--- src/rtl/fifo_pkg.sv ---
// fifo_pkg: shared constants and types for the async FIFO read-side logic
package fifo_pkg;
  localparam int WIDTH_DEF = 8;
  localparam int RD_LAT = 1;
  localparam int OBUF_DEPTH = 2;
  typedef logic [1:0] occ_t;
endpackage

--- src/rtl/stream_obuf.sv ---
// stream_obuf: 2-entry register FIFO holding words captured from the async FIFO
module stream_obuf
  import fifo_pkg::*;
#(
  parameter int WIDTH = WIDTH_DEF
) (
  input  logic             clk,
  input  logic             rst_n,
  input  logic             push_i,
  input  logic             pop_i,
  input  logic             flush_i,
  input  logic [WIDTH-1:0] data_i,
  output logic [WIDTH-1:0] data_o,
  output occ_t             occ_o
);
  logic [WIDTH-1:0] mem_q [OBUF_DEPTH];
  logic hd_q, hd_d, wr, rd, wa;
  occ_t occ_q, occ_d;
  // With occ = 2 a push is only legal alongside a pop, so the tail slot reuses the departing head.
  always_comb begin
    wr = push_i & ~flush_i;
    rd = pop_i & ~flush_i & (occ_q != '0);
    wa = hd_q ^ occ_q[0];
    occ_d = flush_i ? '0 : occ_t'(occ_q + {1'b0, wr} - {1'b0, rd});
    hd_d = hd_q ^ rd;
  end
  always_ff @(posedge clk or negedge rst_n) begin
    if (!rst_n) begin
      mem_q <= '{default: '0};
      hd_q <= 1'b0;
      occ_q <= '0;
    end else begin
      if (wr) mem_q[wa] <= data_i;
      hd_q <= hd_d;
      occ_q <= occ_d;
    end
  end
  assign data_o = mem_q[hd_q];
  assign occ_o = occ_q;
endmodule

--- src/rtl/fifo_rd_stream.sv ---
// fifo_rd_stream: drains the async FIFO into a valid/ready stream through a 2-word buffer
module fifo_rd_stream
  import fifo_pkg::*;
#(
  parameter int WIDTH = WIDTH_DEF,
  parameter int CNT_W = 16
) (
  input  logic             clk,
  input  logic             rst_n,
  input  logic             enable_i,
  input  logic             flush_i,
  input  logic             fifo_empty_i,
  output logic             fifo_r_en_o,
  input  logic [WIDTH-1:0] fifo_rdata_i,
  output logic             m_valid_o,
  input  logic             m_ready_i,
  output logic [WIDTH-1:0] m_data_o,
  output logic [CNT_W-1:0] pop_cnt_o
);
  logic inflight_q, inflight_d, deq;
  logic [CNT_W-1:0] pop_cnt_q, pop_cnt_d;
  logic [2:0] credit;
  occ_t occ;
  // Credit counts buffered plus in-flight words net of this cycle's pop, so slots are never overcommitted.
  always_comb begin
    deq = m_valid_o & m_ready_i;
    credit = 3'(occ) + 3'(inflight_q) - 3'(deq);
    fifo_r_en_o = rst_n & enable_i & ~flush_i & ~fifo_empty_i & (credit < 3'(OBUF_DEPTH));
    inflight_d = fifo_r_en_o;
    pop_cnt_d = pop_cnt_q + CNT_W'(deq & ~flush_i);
  end
  always_ff @(posedge clk or negedge rst_n) begin
    if (!rst_n) begin
      inflight_q <= 1'b0;
      pop_cnt_q <= '0;
    end else begin
      inflight_q <= inflight_d;
      pop_cnt_q <= pop_cnt_d;
    end
  end
  stream_obuf #(.WIDTH(WIDTH)) u_obuf (
    .clk    (clk),
    .rst_n  (rst_n),
    .push_i (inflight_q),
    .pop_i  (m_ready_i),
    .flush_i(flush_i),
    .data_i (fifo_rdata_i),
    .data_o (m_data_o),
    .occ_o  (occ)
  );
  assign m_valid_o = occ != '0;
  assign pop_cnt_o = pop_cnt_q;
endmodule

--- config.mk ---
export PLATFORM = sky130hd
export DESIGN_NAME = fifo_rd_stream
export DESIGN_NICKNAME = d
export VERILOG_FILES = /design/src/rtl/fifo_pkg.sv /design/src/rtl/stream_obuf.sv /design/src/rtl/fifo_rd_stream.sv
export SDC_FILE = /design/constraint.sdc
export NUM_CORES = 1
export LEC_CHECK = 0
export BUFFER_PORTS_ARGS = -buffer_cell sky130_fd_sc_hd__buf_2
export CORE_AREA = 4 4 67 69
export CTS_CLUSTER_SIZE = 8
export DETAILED_ROUTE_END_ITERATION = 10
export DIE_AREA = 0 0 71 73
export GPL_TIMING_DRIVEN = 1
export PLACE_DENSITY = 0.72
export SYNTH_ARGS = -nofsm -noshare
export SYNTH_HDL_FRONTEND = slang
export SYNTH_HIERARCHICAL = 1
export SYNTH_SLANG_ARGS = --single-unit
--- constraint.sdc ---
create_clock -name clk -period 3.14 [get_ports clk]
set_clock_uncertainty 0.2 [all_clocks]
set_input_delay 0.942 -clock clk [delete_from_list [all_inputs] [get_ports clk]]
set_output_delay 0.942 -clock clk [all_outputs]
set_load 0.05 [all_outputs]
# Word level (Yosys, flattened, before mapping)
# Cells that the tools add are included.
[totals] ff_bits=36 inputBits=14
[classes] n_addsub=5 magnitude_cmp=4 mux=7 bitwise_logic=16 n_reduce_logical=2
[op_table] cell="two-way mux 8 bit" count=4
[op_table] cell="adder 16 bit" count=1
[op_table] cell="bitwise AND 1 x 16 -> 16 bit" count=1
[op_table] cell="bitwise mux 16 bit" count=1
[op_table] cell="NOT 1 -> 16 bit" count=1
[op_table] cell="bitwise AND 1 bit" count=8
[op_table] cell="demux 8 bit (select 1 bit)" count=1
[op_table] cell=">= comparator 2 bit (second input constant)" count=2
[op_table] cell="NOT 1 -> 2 bit" count=2
[op_table] cell="adder 2 x 1 -> 3 bit" count=1
[op_table] cell="less-than comparator 3 x 2 -> 1 bit (second input constant)" count=1
[op_table] cell="subtractor 3 x 1 -> 3 bit" count=1
[op_table] cell="adder 2 x 1 -> 2 bit" count=1
[op_table] cell="less-than comparator 2 x 1 -> 1 bit (second input constant)" count=1
[op_table] cell="two-way mux 2 bit" count=1
[op_table] cell="NOT 1 bit" count=2
[op_table] cell="nonzero test 2 bit" count=1
[op_table] cell="subtractor 2 x 1 -> 2 bit" count=1
[op_table] cell="bitwise XOR 1 bit" count=2
[op_table] cell="logical AND 1 bit" count=1

# Logic depth before layout (Yosys ltp)
[logic_depth] depth_word=7 mapped_depth=8 mapped_depth_nobuf=8

# Modules after synthesis
# Netlist, hierarchy kept.
[by_module_without_submodules] module="stream_obuf" n_inst=1 cells_each=59 area_per_inst_um2=949.7 seq_area_each_um2=475.5
[by_module_without_submodules] module="fifo_rd_stream" n_inst=1 cells_each=71 area_per_inst_um2=837.1 seq_area_each_um2=425.4

# Worst setup path before layout
# No wires, ideal clock.
[synth_path] path_kind="register to output" start="register u_obuf.occ_q[0] (netlist: u_obuf/occ_o[0])" end="output port fifo_r_en_o" arrival_time_ns=2.738 required_ns=1.998 slack_ns=-0.740 path_stages_with_launch=8 path_buffers=0 cell_sequence="dfrtp_1 -> or2_2 -> and2_1 -> ha_1 -> nand2b_1 -> fa_1 -> nand4_1 -> nor2_1"
[synth_via] elab_chain_cells=5 word_cells_on_any_way=6 cone_classes="add/sub: 2; order compare: 1; bitwise: 2; reduce/logical: 1"
[synth_lines] element="start, declared" line="stream_obuf.sv:18" text="occ_t occ_q, occ_d;"
[synth_lines] element="start signal, assigned" line="stream_obuf.sv:31" text="occ_q <= '0;"
[synth_lines] element="start signal, assigned" line="stream_obuf.sv:35" text="occ_q <= occ_d;"
[synth_lines] element="nonzero test 2 bit" line="fifo_rd_stream.sv:51" text="assign m_valid_o = occ != '0;"
[synth_lines] element="named net m_valid_o" line="fifo_rd_stream.sv:15" text="output logic m_valid_o,"
[synth_lines] element="bitwise AND 1 bit" line="fifo_rd_stream.sv:26" text="deq = m_valid_o & m_ready_i;"
[synth_lines] element="subtractor 3 x 1 -> 3 bit" line="fifo_rd_stream.sv:27" text="credit = 3'(occ) + 3'(inflight_q) - 3'(deq);"
[synth_lines] element="less-than comparator 3 x 2 -> 1 bit" line="fifo_rd_stream.sv:28" text="fifo_r_en_o = rst_n & enable_i & ~flush_i & ~fifo_empty_i & (credit < 3'(OBUF_DEPTH));"
[synth_lines] element="bitwise AND 1 bit" line="fifo_rd_stream.sv:28"
[synth_lines] element="end, declared" line="fifo_rd_stream.sv:13" text="output logic fifo_r_en_o,"
# The timed path passes the listed nets, and every way through them passes these cells.

# Worst setup path after layout
[layout_path] start="input port m_ready_i" end="output port fifo_r_en_o"
[layout_via] elab_chain_cells=4
[layout_lines] element="start, declared" line="fifo_rd_stream.sv:16" text="input logic m_ready_i,"
[layout_lines] element="bitwise AND 1 bit" line="fifo_rd_stream.sv:26"
[layout_lines] element="subtractor 3 x 1 -> 3 bit" line="fifo_rd_stream.sv:27"
[layout_lines] element="less-than comparator 3 x 2 -> 1 bit" line="fifo_rd_stream.sv:28"
[layout_lines] element="bitwise AND 1 bit" line="fifo_rd_stream.sv:28"
# No other way between the ends.

==> flow_metrics.py <==
metrics = {
    "outcome": {
        "status": "complete, but fails checks",
        "violations": "negative setup slack",
    },
    "global_route": {
        "grt.met2_usage_pct": 24.8,
        "grtUsageMet3_pct": 3.99,
        "grtUsageTotal_pct": 15.0,
        "grt_overflow": 0,
        "grt_pass1_vias": 1259,
        "antenna_found_initial": 0,
        "groute.layer.met1.usage_pct": 19.4,
        "grt.busiest_layer": "met2",
        "grt_pass1_wl_um": 6110,
        "grt_start_max_net_pins": 37,
    },
    "hold_path": {
        "whs_endpoint": "pop_cnt_o[15]",
        "holdPathStages": 1,
        "hp-class": "reg2reg",
        "hold_start": "pop_cnt_o[15]",
    },
    "drt": {
        "drt_first_pass_iters": 3,
        "wl_um": 3410,
        "drt_iter0_drc": 56,
        "routedWlPerCell_um": 14.9,
        "final_antenna_net_count": 0,
        "post-route-drc-count": 0,
        "vias": 1127,
        "vias_per_cell": 4.92,
    },
    "logic_synthesis": {
        "synth_cells": 130,
        "synthesis.nets": 150,
        "synth.area.top_cells": "dfrtp_1 (50%), mux2_2 (10%), xor2_1 (6.9%), mux2_4 (6.7%), ha_1 (3.5%)",
        "seq_area_frac_synth_pct": 50.4,
        "synthTopCellsByCount": "dfrtp_1 (36), mux2_2 (16), xor2_1 (14)",
        "synth-seq-cells": 36,
        "synth_area_mm2": 0.00179,
        "ys.flop_type": "dfrtp_1",
        "netlist.area_leader.share_pct": 50.4,
        "synth_edf_count": 0,
        "postSynthAreaPerCell_um2": 13.7,
        "yosysWarnings": 6,
        "synthArstFlopShare_pct": 100,
        "synth_most_common_cell": "dfrtp_1",
        "synth.distinct_cells": 27,
        "synth_area_leader_cell": "dfrtp_1",
    },
    "power": {
        "sequentialPowerShare_pct": 41.2,
        "comb_power_share_pct": 38.2,
        "swShare_pct": 38.9,
        "leakage_uw": 0.00115,
        "internal_power_uw": 982,
        "p_per_area_mw_per_mm2": 733,
        "power_uw": 1610,
        "clkPwrFrac_pct": 20.6,
        "peakVddDrop_v": 0.000317,
        "netSwitchingPower_uw": 624,
    },
    "timing": {
        "holdWs_ns": 0.268,
        "max_slew_margin_pct": 60.6,
        "finalHoldViolCount": 0,
        "rsz0062_at_grt": "true",
        "fin_crit_sh_pct": 113,
        "worst_slew_pin_slew_ns": 0.591,
        "finalSetupViolCount": 1,
        "tns_ns": -0.409,
        "finalMaxSlewViolations": 0,
        "min_period_ns": 3.55,
        "fin_ws_ns": -0.409,
        "max_freq_mhz": 282,
    },
    "clock_network": {
        "cts.htree.levels": 2,
        "cts_made_buffers": 5,
        "cts_tree": "done",
        "clk_pin_slew_ns": 0.07,
        "hold_buffers": 0,
        "cts_sinks": 36,
        "clockBufferDepth": 2,
        "clk_latency_ns": 0.28,
        "cts-root-buf": "clkbuf_8",
    },
    "setup_path": {
        "end_kind": "output pin",
        "cp_max_fo": 2,
        "cp.arrival_ns": 2.41,
        "reg2reg_to": "inflight_q",
        "regToRegSetupSlack_ns": 0.98,
        "cp_slowest_stage_delay_ns": 0.48,
        "path_cells": "buf_6 -> and2_4 -> ha_4 -> nand2b_4 -> fa_1 -> nand4_1 -> nor2_4 -> buf_8",
        "ff2ff_path_depth": 7,
        "reg2reg_from": "u_obuf/occ_o[0]",
        "cp_num_buf_inv": 2,
        "critPathTopFamily": "adder cells",
        "path_class": "in2out",
        "start_kind": "input pin",
        "cp.required_ns": 2.00,
        "crit_path_top_delay_cell": "fa_1",
    },
    "flow_run": {
        "drv_cap": 0,
    },
    "placement": {
        "place_congestion": 0.773,
        "dp_hpwl_um": 2580,
        "io_buffers": 39,
    },
    "floorplan": {
        "die_y_um": 73,
        "rows": 23,
        "die-area_mm2": 0.00518,
        "initial_core_util_pct": 45.7,
        "pin_count": 40,
        "coreArea_mm2": 0.00391,
        "chipWidth_um": 71,
    },
    "cells_and_area": {
        "drive_above_1_share_pct": 50.8,
        "fillerInstances": 339,
        "nets": 198,
        "area_delta_synth_final_pct": 22.7,
        "antenna_cells": 0,
    },
}
power by group through the flow:
stage	combinational [uW]	clock [uW]	sequential, uW
after CTS	619	343	663
after floorplan	500	0	659
final	613	331	662
after global placement	601	0	656
after detailed placement	613	0	671
after global routing	649	369	680
registers in the layout, summed over array words and instances, names as in the netlist:
signal / cells
pop_cnt_o: 16
u_obuf/mem_q: 16
inflight_q: 1
u_obuf/occ_o: 2
u_obuf/hd_q: 1
routing by layer:
metal  vias to the layer above  share of wire [%]
li1                        542                  -
met1                       562                 43
met2                        21                 53
met3                         2                3.8
met4                         0               0.56
met5                         -                  0
timing repair:
item / CTS / global route
pin swaps: 3 / 0
setup endpoints to repair: 1 / 1
resized for setup: 3 / 2
buffers inserted: 1 / 0
endpoints found under the hold margin: 0 / 0
how the worst max path moves through the flow:
stage,from,end,slack (ns),depth (start not counted)
floorplan,m_ready_i,fifo_r_en_o,-0.35,6
global placement,m_ready_i,fifo_r_en_o,-0.54,8
detailed placement,m_ready_i,fifo_r_en_o,-0.59,8
CTS,m_ready_i,fifo_r_en_o,-0.42,8
global route,m_ready_i,fifo_r_en_o,-0.44,8
finish,m_ready_i,fifo_r_en_o,-0.41,8
cell type report:
type                    count  area (um2)  area share, %
flip-flops and latches     36         901           41.1
multi-input cells          88         880           40.1
repair buffers             43         241           11.0
clock buffers               6        82.6           3.77
well taps                  50        62.6           2.85
inverters                   4        15.0          0.685
clock inverters             2        10.0          0.457
per-stage QoR:
| step | cells | instance area, um2 | setup WS [ns] | utilization, % |
|---|---|---|---|---|
| floorplan | 130 | 1820 | -0.353 | - |
| global placement | 220 | 2070 | -0.544 | 52.8 |
| detailed placement | 220 | 2070 | -0.590 | 52.8 |
| CTS | 229 | 2180 | -0.421 | 55.7 |
| global route | 229 | 2190 | -0.438 | 56.0 |
| finish | 229 | 2190 | -0.409 | 56.0 |
logic make-up after synthesis:
logic type	synth area share [%]
AND/OR/NAND/NOR	15.2
flip-flops	50.4
multiplexers	16.8
XOR/XNOR	10.4
buffers and inverters	2.59
adder cells (fa/ha/maj)	4.62
cell usage in the layout, fill, tap and decap left out, drive strengths merged:
| cell type | n |
|---|---|
| nor2b | 3 |
| inv | 4 |
| clkbuf | 6 |
| nor4 | 4 |
| nand4 | 7 |
| fa | 1 |
| ha | 5 |
| nand2b | 2 |
| xor2 | 15 |
| mux2 | 24 |
| buf | 43 |
| dfrtp | 36 |
| xnor2 | 4 |
| clkinv | 2 |
| and2 | 1 |
| or2 | 1 |
| nand3 | 4 |
| nor2 | 9 |
| nand2 | 4 |
| nor3 | 3 |
| nor3b | 1 |
worst reg2reg max path, cell delays in order, from the launching register on:
cell and delay, ns:
dfrtp_1 0.38, or2_4 0.25, and2_4 0.17, ha_4 0.20, nand2b_4 0.13, fa_1 0.48, nand4_1 0.13, nor2_4 0.14
No activity file was read; power rests on OpenSTA's default activity.
